File: config.mk
export PLATFORM = sky130hd
export DESIGN_NAME = mem_port_arbiter
export DESIGN_NICKNAME = d
export VERILOG_FILES = /design/src/rtl/mem_port_arbiter.sv
export SDC_FILE = /design/constraint.sdc
export NUM_CORES = 1
export LEC_CHECK = 0
export CAP_MARGIN = 25
export CORE_MARGIN = 5
export CORE_UTILIZATION = 45
export CTS_CLUSTER_SIZE = 24
export DETAILED_ROUTE_END_ITERATION = 10
export DONT_BUFFER_PORTS = 1
export PLACE_DENSITY = 0.64
export SETUP_SLACK_MARGIN = 0.5
export SYNTH_ARGS = -nofsm -noshare
export SYNTH_HDL_FRONTEND = slang
export SYNTH_SLANG_ARGS = --single-unit
File: constraint.sdc
create_clock -name clk -period 1.6 [get_ports clk]
set_clock_uncertainty 0.15 [all_clocks]
set_input_delay 0.32 -clock clk [delete_from_list [all_inputs] [get_ports clk]]
set_output_delay 0.32 -clock clk [all_outputs]
set_load 0.03 [all_outputs]
File: src/rtl/mem_port_arbiter.sv
// mem_port_arbiter: shares one memory port between instruction fetch (I) and
// data access (D). Data wins arbitration, but after MAX_D_BURST consecutive D
// grants with a fetch waiting, the fetch is served once. Every output is a
// flop; each transaction walks IDLE -> BUSY_x -> RESP -> IDLE.
module mem_port_arbiter #(
  parameter int DATA_W      = 32,
  parameter int MAX_D_BURST = 4
) (
  input  logic              clk,
  input  logic              rst,
  input  logic              i_req,
  output logic              i_ack,
  output logic [DATA_W-1:0] i_rdata,
  input  logic              d_req,
  input  logic              d_we,
  input  logic [DATA_W-1:0] d_wdata,
  output logic              d_ack,
  output logic [DATA_W-1:0] d_rdata,
  output logic              mem_sel,
  output logic              mem_req,
  output logic              mem_we,
  output logic [DATA_W-1:0] mem_wdata,
  input  logic              mem_ready,
  input  logic [DATA_W-1:0] mem_rdata
);

  localparam int CNT_W = $clog2(MAX_D_BURST + 1);
  localparam logic [CNT_W-1:0] DCNT_MAX = CNT_W'(MAX_D_BURST);

  typedef enum logic [1:0] {IDLE, BUSY_I, BUSY_D, RESP} state_t;

  state_t            state_q, state_d;
  logic [CNT_W-1:0]  dcnt_q, dcnt_d;
  logic              mem_req_q, mem_req_d;
  logic              mem_sel_q, mem_sel_d;
  logic              mem_we_q, mem_we_d;
  logic [DATA_W-1:0] mem_wdata_q, mem_wdata_d;
  logic              i_ack_q, i_ack_d;
  logic              d_ack_q, d_ack_d;
  logic [DATA_W-1:0] i_rdata_q, i_rdata_d;
  logic [DATA_W-1:0] d_rdata_q, d_rdata_d;

  // Saturating increment of the consecutive-D-grant counter.
  function automatic logic [CNT_W-1:0] dcnt_inc(input logic [CNT_W-1:0] c);
    dcnt_inc = (c == DCNT_MAX) ? c : c + CNT_W'(1);
  endfunction

  // Arbitration, transaction sequencing and next values of all outputs.
  always_comb begin
    state_d     = state_q;
    dcnt_d      = dcnt_q;
    mem_req_d   = mem_req_q;
    mem_sel_d   = mem_sel_q;
    mem_we_d    = mem_we_q;
    mem_wdata_d = mem_wdata_q;
    i_rdata_d   = i_rdata_q;
    d_rdata_d   = d_rdata_q;
    i_ack_d     = 1'b0;
    d_ack_d     = 1'b0;
    unique case (state_q)
      IDLE: begin
        if (d_req && !(i_req && dcnt_q == DCNT_MAX)) begin
          state_d     = BUSY_D;
          mem_req_d   = 1'b1;
          mem_sel_d   = 1'b1;
          mem_we_d    = d_we;
          mem_wdata_d = d_wdata;
          // The counter only measures D grants made while a fetch waits.
          dcnt_d      = i_req ? dcnt_inc(dcnt_q) : '0;
        end else if (i_req) begin
          state_d   = BUSY_I;
          mem_req_d = 1'b1;
          mem_sel_d = 1'b0;
          mem_we_d  = 1'b0;
          dcnt_d    = '0;
        end else begin
          dcnt_d = '0;
        end
      end
      BUSY_I: begin
        if (mem_ready) begin
          state_d   = RESP;
          mem_req_d = 1'b0;
          mem_we_d  = 1'b0;
          i_ack_d   = 1'b1;
          i_rdata_d = mem_rdata;
        end
      end
      BUSY_D: begin
        if (mem_ready) begin
          state_d   = RESP;
          mem_req_d = 1'b0;
          mem_we_d  = 1'b0;
          d_ack_d   = 1'b1;
          d_rdata_d = mem_rdata;
        end
      end
      RESP: begin
        // One dead cycle lets requesters see the ack before re-arbitration.
        state_d = IDLE;
      end
      default: state_d = IDLE;
    endcase
  end

  // State and output registers; reset clears everything, data included,
  // so every output starts at zero.
  always_ff @(posedge clk) begin
    if (rst) begin
      state_q     <= IDLE;
      dcnt_q      <= '0;
      mem_req_q   <= 1'b0;
      mem_sel_q   <= 1'b0;
      mem_we_q    <= 1'b0;
      mem_wdata_q <= '0;
      i_ack_q     <= 1'b0;
      d_ack_q     <= 1'b0;
      i_rdata_q   <= '0;
      d_rdata_q   <= '0;
    end else begin
      state_q     <= state_d;
      dcnt_q      <= dcnt_d;
      mem_req_q   <= mem_req_d;
      mem_sel_q   <= mem_sel_d;
      mem_we_q    <= mem_we_d;
      mem_wdata_q <= mem_wdata_d;
      i_ack_q     <= i_ack_d;
      d_ack_q     <= d_ack_d;
      i_rdata_q   <= i_rdata_d;
      d_rdata_q   <= d_rdata_d;
    end
  end

  assign mem_req   = mem_req_q;
  assign mem_sel   = mem_sel_q;
  assign mem_we    = mem_we_q;
  assign mem_wdata = mem_wdata_q;
  assign i_ack     = i_ack_q;
  assign d_ack     = d_ack_q;
  assign i_rdata   = i_rdata_q;
  assign d_rdata   = d_rdata_q;

endmodule
==> metrics.md, run 1 <==
| Metric | Value |
|---|---|
| F_max | `626 MHz` |
| Global-route wire length before repair | `18.4 mm` |
| Antenna violation net count after detailed routing | `0` |
| Initial Util | `46.5%` |
| Minimum clock period | `1.60 ns` |
| Grt total ovfl | `0` |
| CTS sink cnt | `106` |
| Pin count of the biggest net entering global routing | `75` |
| Clock H-tree levels | `3` |
| Total iterations of the first detailed-routing run | `4` |
| Layout cells sized above 1 | `61.1%` |
| Status | `finished with violations` |
| Critical path class | `flip-flop to flip-flop` |
| Critical Path End Type | `flip-flop` |
| Die area | `11,100 µm²` |
| WL final | `13.7 mm` |
| Leakage power | `2.56 nW` |
| Worst-Margin Slew | `0.574 ns` |
| Drt wl/cell | `21.2 µm` |
| Mean Syn Cell Area | `8.52 µm²` |
| Crit path launch type | `flip-flop` |
| Longest Clk Path Bufs | `2` |
| Area of the core | `8760 µm²` |
| Worst setup startpoint | `state_q[1]$_SDFFE_PP0P_` |
| IO buf count | `0` |
| Synth warn | `0` |
| # rows | `34` |
| Die H | `105 µm` |
| Total Power | `0.00852 W` |
| Final core utilization | `73.8%` |
| Initial antenna violation count | `0` |
| Yosys cell types | `36` |
| Tcrit/Tclk final | `99.9%` |
| Clk slew on worst S/H paths | `0.10 ns` |
| Worst endpoint required time | `1.73 ns` |
| Syn_nets | `556` |
| Number of hold buffers added after cts | `33` |
| Failing checks | `negative hold slack` |
| Final setup viols | `0` |
| WHS | `-0.139 ns` |
| Cell area after synthesis | `4080 µm²` |
| Worst skew pair latency | `0.36 ns` |
| CTS tree | `done` |
| Most frequent cells in the layout | `120 x nand2_1, 99 x dfxtp_4, 60 x a21oi_2` |
| Mapped Cells | `479` |
| Final Wtd Congestion | `0.766` |
| Routed via count | `3,594` |
| Syn-to-layout area delta | `58.7%` |
| Top Ports | `171` |
| CTS root buf | `clkbuf_8` |
| Most common cell after layout, fill and taps aside | `nand2_1` |
| Reg2reg start | `state_q[1]$_SDFFE_PP0P_` |
| Sequential share of the synthesized area | `52.0%` |
| Max-slew headroom | `61.7%` |
| Vias in the first global route | `3,419` |
| CP max FO | `4` |
| Synthesized flop and latch total | `106` |
| Via density per instance | `5.57` |
| Arr. time, crit path | `1.72 ns` |
| Slew Limit Fails | `0` |
| Placed Cells | `563` |
| Final nets | `609` |
| Iter 0 DRT Violations | `130` |
| Remaining DRCs | `0` |
| Detail Placement HPWL | `6.94 mm` |
| Setup_tns | `0 ns` |
| Total GRT Usage | `20.7%` |
| Power per cell area | `1320 nW/µm²` |
| HP Start | `rst` |
| Inserted Clock Buffers | `9` |
| RSZ-0062 raised after global routing | `yes` |
| Max-cap violation count | `0` |
| Reg-to-reg slack, setup | `0.002 ns` |
| Hold Fails Final Rpt | `71` |
| Hold Crit Class | `primary input to flip-flop` |
| Die Wd | `105 µm` |
| # diodes | `0` |
| Final cell count without fillers | `645` |
| Worst vdd ir | `0.870 mV` |
==> through the flow <==
stage / area [µm²] / worst slack [ns]
floorplan: 4220 / 0.133
global placement: 4170 / 0.105
detailed placement: 4170 / 0.0252
CTS: 5340 / 0.0709
global route: 6470 / -0.0537
finish: 6470 / 0.00208
==> critical path: stages, from the launching register on <==
cell,delay (ns)
dfxtp_4,0.40
inv_6,0.05
ha_4,0.26
nor2b_4,0.15
or2_4,0.26
a221oi_2,0.24
==> report_power, final <==
part / internal [W] / switching, W / total, W
Clock: 0.000630 / 0.000941 / 0.00157
Combinational: 0.00139 / 0.00129 / 0.00269
Sequential: 0.00318 / 0.00108 / 0.00426
==> per-layer routing <==
| metal | vias up | track usage [%] | routed length (µm) |
|---|---|---|---|
| met4 | 0 | 6.58 | 276 |
| met2 | 156 | 36.1 | 7200 |
| met1 | 1742 | 23.0 | 4960 |
| met3 | 22 | 8.01 | 1250 |
| met5 | - | 0 | 0 |
| li1 | 1674 | - | - |
==> worst paths after layout <==
| check | cells past startpoint | to |
|---|---|---|
| hold reg to reg | 2 | d_rdata[27]$_SDFFE_PP0P_ |
| hold / removal | 1 | d_rdata[26]$_SDFFE_PP0P_ |
| setup reg to reg | 5 | state_q[1]$_SDFFE_PP0P_ |
| setup / recovery | 5 | state_q[1]$_SDFFE_PP0P_ |
==> logic make-up after synthesis <==
family | Yosys count | synth area share, %
multiplexers | 33 | 8.10
adder cells (fa/ha/maj) | 7 | 2.15
flip-flops | 106 | 52.0
AO/OA/AOI/OAI | 80 | 11.0
AND/OR/NAND/NOR | 214 | 20.6
buffers and inverters | 39 | 6.17
==> area by class of cell <==
class / count / area [µm²]
Clock buffer: 10 / 138
Clock inverter: 6 / 48.8
Fill cell: 577 / 2290
Inverter: 6 / 32.5
Multi-Input combinational cell: 334 / 2630
Sequential cell: 106 / 2500
Tap cell: 108 / 135
Timing Repair Buffer: 75 / 990
==> synth_stat cells <==
master	count	area [µm²]
o21ai_0	2	10.0
and3_1	1	6.26
a221oi_1	1	8.76
a32o_1	1	10.0
dfxtp_1	106	2120
ha_1	7	87.6
o31ai_1	2	15.0
nand2b_1	1	6.26
mux2i_1	33	330
clkinv_1	1	3.75
inv_1	5	18.8
a211o_1	1	8.76
o22a_1	1	8.76
a21oi_1	65	325
or2_2	1	6.26
buf_12	3	60.1
o41ai_1	1	8.76
a21bo_2	1	10.0
buf_6	2	22.5
nor2b_1	2	12.5
o311ai_0	2	17.5
dlygate4sd1_1	3	26.3
nand3_1	1	5.00
nand3_2	1	10.0
a32oi_1	1	8.76
and2_1	2	12.5
dlymetal6s2s_1	2	25.0
nand4_1	1	6.26
a21boi_0	1	7.51
nor4b_1	1	8.76
clkbuf_1	16	60.1
nor2_1	5	18.8
nand2_1	197	739
a31o_2	1	8.76
nor3b_1	1	7.51
buf_2	7	35.0
==> flip-flops by register name (all words and copies together), names as in the netlist <==
signal and cells:
mem_sel 1, state_q 2, dcnt_q 3, i_rdata 32, mem_wdata 32, i_ack 1
mem_req 1, mem_we 1, d_rdata 32, d_ack 1
==> what timing repair did <==
action / 4_1_cts / 5_1_grt
setup buffers: 10 / 11
gates cloned: 6 / 6
endpoints found under the hold margin: 104 / 71
gates resized for setup: 203 / 243
endpoints found under the setup margin: 207 / 207
pin swaps: 2 / 84
No activity file was read; power rests on OpenSTA's default activity.
==> inputs of run 2 (changes only) <==
--- a/config.mk
+++ b/config.mk
@@ -8,6 +8,7 @@
 export CAP_MARGIN = 25
 export CORE_MARGIN = 5
 export CORE_UTILIZATION = 45
+export CTS_BUF_LIST = sky130_fd_sc_hd__clkbuf_16
 export CTS_CLUSTER_SIZE = 24
 export DETAILED_ROUTE_END_ITERATION = 10
 export DONT_BUFFER_PORTS = 1
@@ -16,3 +17,4 @@
 export SYNTH_ARGS = -nofsm -noshare
 export SYNTH_HDL_FRONTEND = slang
 export SYNTH_SLANG_ARGS = --single-unit
+export TNS_END_PERCENT = 1
==> metrics.md, run 2 (synthesis gave the netlist of run 1 again) <==
| Metric | Value |
|---|---|
| Detail Placement HPWL | `6.67 mm` |
| Clk slew on worst S/H paths | `0.07 ns` |
| Grt total ovfl | `0` |
| Initial antenna violation count | `0` |
| F_max | `655 MHz` |
| Iter 0 DRT Violations | `161` |
| Number of hold buffers added after cts | `33` |
| CTS tree | `done` |
| Total GRT Usage | `18.8%` |
| Longest Clk Path Bufs | `2` |
| Critical Path Max Stage Delay | `0.33 ns` |
| Setup_tns | `0 ns` |
| Worst skew pair latency | `0.33 ns` |
| Crit-path cells | `inv_2 > ha_4 > nand3_2 > and3_4 > buf_6 > buf_12 > mux2i_1` |
| Critical Path End Type | `flip-flop` |
| Leakage power | `1.87 nW` |
| WHS | `-0.0913 ns` |
| Worst-Margin Slew | `0.571 ns` |
| IO buf count | `0` |
| Final Wtd Congestion | `0.804` |
| Top Ports | `171` |
| Worst vdd ir | `0.614 mV` |
| CTS sink cnt | `106` |
| # diodes | `0` |
| CP max FO | `6` |
| Global-route wire length before repair | `17.3 mm` |
| Initial Util | `46.5%` |
| Arr. time, crit path | `1.63 ns` |
| Status | `finished with violations` |
| Worst endpoint required time | `1.71 ns` |
| Critical path buffer and inverter count | `3` |
| Setup WS post-layout | `0.0740 ns` |
| Failing checks | `negative hold slack` |
| Tcrit/Tclk final | `95.4%` |
| Crit path launch type | `flip-flop` |
| Worst path slowest cell | `dfxtp_2` |
| Area of the core | `8760 µm²` |
| Max-slew headroom | `61.9%` |
| Top delay family on crit path | `flip-flops` |
| Hold Crit Class | `primary input to flip-flop` |
| # rows | `34` |
| Vias in the first global route | `3,351` |
| Clock H-tree levels | `3` |
| Max-cap violation count | `0` |
| Total Power | `0.00787 W` |
| Die Wd | `105 µm` |
| Power per cell area | `1580 nW/µm²` |
| Via density per instance | `5.33` |
| Most common cell after layout, fill and taps aside | `nand2_1` |
| WL final | `10.6 mm` |
| Drt wl/cell | `17.0 µm` |
| RSZ-0062 raised after global routing | `yes` |
| Final nets | `590` |
| Antenna violation net count after detailed routing | `0` |
| Minimum clock period | `1.53 ns` |
| Total iterations of the first detailed-routing run | `6` |
| Critical path class | `flip-flop to flip-flop` |
| Hold Fails Final Rpt | `71` |
| Die area | `11,100 µm²` |
| Pin count of the biggest net entering global routing | `75` |
| Final setup viols | `0` |
| Most frequent cells in the layout | `197 x nand2_1, 102 x dfxtp_1, 65 x a21oi_1` |
| Syn-to-layout area delta | `22.2%` |
| Routed via count | `3,338` |
| Slew Limit Fails | `0` |
| CTS root buf | `clkbuf_16` |
| Layout cells sized above 1 | `11.0%` |
| Inserted Clock Buffers | `9` |
| Remaining DRCs | `0` |
| Setup slack after placement | `0.0561 ns` |
| Die H | `105 µm` |
## run 2: area by class of cell
| type | instances | area (µm²) |
|---|---|---|
| Fill cell | 784 | 3780 |
| Sequential cell | 106 | 2130 |
| Multi-Input combinational cell | 334 | 1770 |
| Timing Repair Buffer | 56 | 649 |
| Clock buffer | 9 | 225 |
| Tap cell | 108 | 135 |
| Clock inverter | 7 | 52.6 |
| Inverter | 6 | 25.0 |
## run 2: power by group
group          leakage (nW)  switching (W)  internal, W
logic                 0.869       0.000832     0.000911
clock network         0.135       0.000975      0.00107
registers             0.865        0.00104      0.00305
## run 2: per-layer routing
| layer | vias to the layer above | track usage, % | share of wire [%] |
|---|---|---|---|
| met5 | - | 0 | 0 |
| li1 | 1624 | - | - |
| met1 | 1556 | 21.7 | 38 |
| met2 | 150 | 30.8 | 49 |
| met3 | 8 | 9.25 | 12 |
| met4 | 0 | 5.30 | 1.1 |
## run 2: metrics by stage
step           cells  utilization [%]  hold slack [ns]  cell area, µm²
2_1_floorplan    479                -            0.306            4120
3_3_place_gp     561             47.2            0.251            4140
3_5_place_dp     561             47.2            0.250            4140
4_1_cts          626             56.6           -0.102            4960
5_1_grt          626             56.9           -0.115            4990
6_report         626             56.9          -0.0913            4990
## run 2: path summary, 6_finish.rpt
kind              cells past startpoint                    start                         end  slack (ns)
setup reg to reg                      7   dcnt_q[1]$_SDFFE_PP0P_  mem_wdata[19]$_SDFFE_PP0P_        0.07
hold / removal                        1                      rst      dcnt_q[0]$_SDFFE_PP0P_       -0.09
hold reg to reg                       2  state_q[1]$_SDFFE_PP0P_     state_q[1]$_SDFFE_PP0P_        0.36
setup / recovery                      7   dcnt_q[1]$_SDFFE_PP0P_  mem_wdata[19]$_SDFFE_PP0P_        0.07
## run 2: timing repair
action | CTS | global route
setup endpoints to repair | 207 | 207
pin swaps | 5 | 2
buffers inserted | 13 | 0
endpoints found under the hold margin | 104 | 71
cloned | 3 | 0
resized for setup | 9 | 6
## run 2: worst register-to-register path, stage by stage, from the launching register on
cell	delay [ns]
dfxtp_2	0.33
inv_2	0.05
ha_4	0.16
nand3_2	0.08
and3_4	0.23
buf_6	0.13
buf_12	0.13
mux2i_1	0.20
==> inputs of run 3 (changes only) <==
--- a/config.mk
+++ b/config.mk
@@ -6,9 +6,9 @@
 export NUM_CORES = 1
 export LEC_CHECK = 0
 export CAP_MARGIN = 25
-export CORE_MARGIN = 5
 export CORE_UTILIZATION = 45
 export CTS_BUF_LIST = sky130_fd_sc_hd__clkbuf_16
+export CTS_CLUSTER_DIAMETER = 150
 export CTS_CLUSTER_SIZE = 24
 export DETAILED_ROUTE_END_ITERATION = 10
 export DONT_BUFFER_PORTS = 1
==> metrics.md, run 3 (synthesis gave the netlist of run 1 again) <==
| Metric | Value |
|---|---|
| Filler cells | `691` |
| Combinational share of power | `22.2%` |
| Initial antenna violation count | `0` |
| Status | `finished with violations` |
| Most frequent cells in the layout | `185 x nand2_1, 80 x dfxtp_4, 52 x a21oi_1` |
| WHS | `-0.0982 ns` |
| Initial Util | `46.5%` |
| Die H | `97.2 µm` |
| Hold Fails Final Rpt | `71` |
| Detail Placement HPWL | `6.02 mm` |
| Global-route wire length before repair | `16.8 mm` |
| Die area | `9450 µm²` |
| RSZ-0062 raised after global routing | `yes` |
| Number of hold buffers added after cts | `33` |
| WL final | `11.1 mm` |
| Worst skew pair latency | `0.34 ns` |
| Multi-input logic area | `1900 µm²` |
| Arr. time, crit path | `1.69 ns` |
| Via density per instance | `5.47` |
| Critical Path End Type | `flip-flop` |
| Vias in the first global route | `3,499` |
| Longest Clk Path Bufs | `2` |
| Clock H-tree levels | `3` |
| Routed via count | `3,427` |
| Final nets | `591` |
| Inserted Clock Buffers | `9` |
| Post-DP Area | `4150 µm²` |
| Worst endpoint required time | `1.70 ns` |
| Slew Limit Fails | `0` |
| Max-slew headroom | `77.9%` |
| Worst-Margin Slew | `0.326 ns` |
| Design area | `5570 µm²` |
| Hold Crit Class | `primary input to flip-flop` |
| Final Wtd Congestion | `0.750` |
| Flop pwr share | `48.4%` |
| Antenna violation net count after detailed routing | `0` |
| Top Ports | `171` |
| Switching fraction of total power | `34.1%` |
| Die Wd | `97.2 µm` |
| Worst vdd ir | `0.683 mV` |
| Minimum clock period | `1.59 ns` |
| CTS root buf | `clkbuf_16` |
| Power per cell area | `1550 nW/µm²` |
| Int Power | `0.00570 W` |
| CTS sink cnt | `106` |
| Placed Cells | `562` |
| CP max FO | `6` |
| Final cell count without fillers | `627` |
| HP Start | `rst` |
| Register Area | `2450 µm²` |
| Reg2reg start | `dcnt_q[1]$_SDFFE_PP0P_` |
| CTS tree | `done` |
| Grt total ovfl | `0` |
| Layout cells sized above 1 | `36.8%` |
| Clk slew on worst S/H paths | `0.07 ns` |
| Final setup viols | `0` |
| Max-cap violation count | `0` |
| Area of the core | `8760 µm²` |
| Syn-to-layout area delta | `36.4%` |
| Critical path class | `flip-flop to flip-flop` |
| # diodes | `0` |
| Clock share of power | `29.4%` |
| IO buf count | `0` |
| Worst setup startpoint | `dcnt_q[1]$_SDFFE_PP0P_` |
| Total GRT Usage | `21.8%` |
| Setup_tns | `0 ns` |
| Pin count of the biggest net entering global routing | `75` |
| Net Sw Power | `0.00295 W` |
| Leakage power | `2.01 nW` |
| Tcrit/Tclk final | `99.3%` |
| Iter 0 DRT Violations | `100` |
| Remaining DRCs | `0` |
| Final core utilization | `63.5%` |
| Failing checks | `negative hold slack` |
| F_max | `629 MHz` |
| Total iterations of the first detailed-routing run | `6` |
| Crit path launch type | `flip-flop` |
| Most common cell after layout, fill and taps aside | `nand2_1` |
| # rows | `34` |
| Drt wl/cell | `17.7 µm` |
run 3: critical path: stages, from the launching register on:
cell and delay, ns:
dfxtp_2 0.33, inv_2 0.05, ha_4 0.15, nand3_2 0.08, and3_4 0.21, buf_6 0.11
buf_12 0.09, buf_16 0.12, mux2i_1 0.21
run 3: per-stage QoR:
| stage | power, W | worst slack (ns) |
|---|---|---|
| 2_1_floorplan | 0.00519 | 0.133 |
| 3_3_place_gp | 0.00537 | 0.110 |
| 3_5_place_dp | 0.00544 | 0.00972 |
| 4_1_cts | 0.00838 | 0.0482 |
| 5_1_grt | 0.00899 | -0.0691 |
| 6_report | 0.00865 | 0.0113 |
run 3: area by class of cell:
cell class	count	share of cell area, %
multi-input cells	334	34.2
clock inverters	7	2.20
flip-flops and latches	106	44.0
repair buffers	57	12.7
well taps	108	2.43
clock buffers	9	4.05
inverters	6	0.495
run 3: power by group through the flow:
stage	clock, W	combinational, W	sequential (W)
floorplan	0	0.00114	0.00405
global placement	0	0.00124	0.00413
detailed placement	0	0.00130	0.00415
CTS	0.00258	0.00172	0.00408
global route	0.00267	0.00209	0.00424
finish	0.00254	0.00192	0.00419
run 3: repair_timing:
item / 4_1_cts / 5_1_grt
endpoints found under the setup margin: 207 / 207
buffers inserted: 10 / 1
endpoints found under the hold margin: 104 / 71
resized for setup: 13 / 220
pin swaps: 4 / 11
gates cloned: 3 / 2
run 3: metal layers:
layer  vias to the layer above  wire (µm)  part of all wire (%)  track usage [%]
met5                         -          0                     0                0
met1                      1618       4110                    37             23.0
met4                         0        189                   1.7             8.84
met3                        15       1100                   9.9             8.42
li1                       1637          -                     -                -
met2                       157       5710                    51             38.8
run 3: path summary, 6_finish.rpt:
check | cells past startpoint | endpoint | slack [ns]
setup reg to reg | 8 | mem_wdata[8]$_SDFFE_PP0P_ | 0.01
hold / removal | 1 | mem_sel$_SDFFE_PP0P_ | -0.1
hold reg to reg | 2 | state_q[1]$_SDFFE_PP0P_ | 0.37
setup / recovery | 8 | mem_wdata[8]$_SDFFE_PP0P_ | 0.01
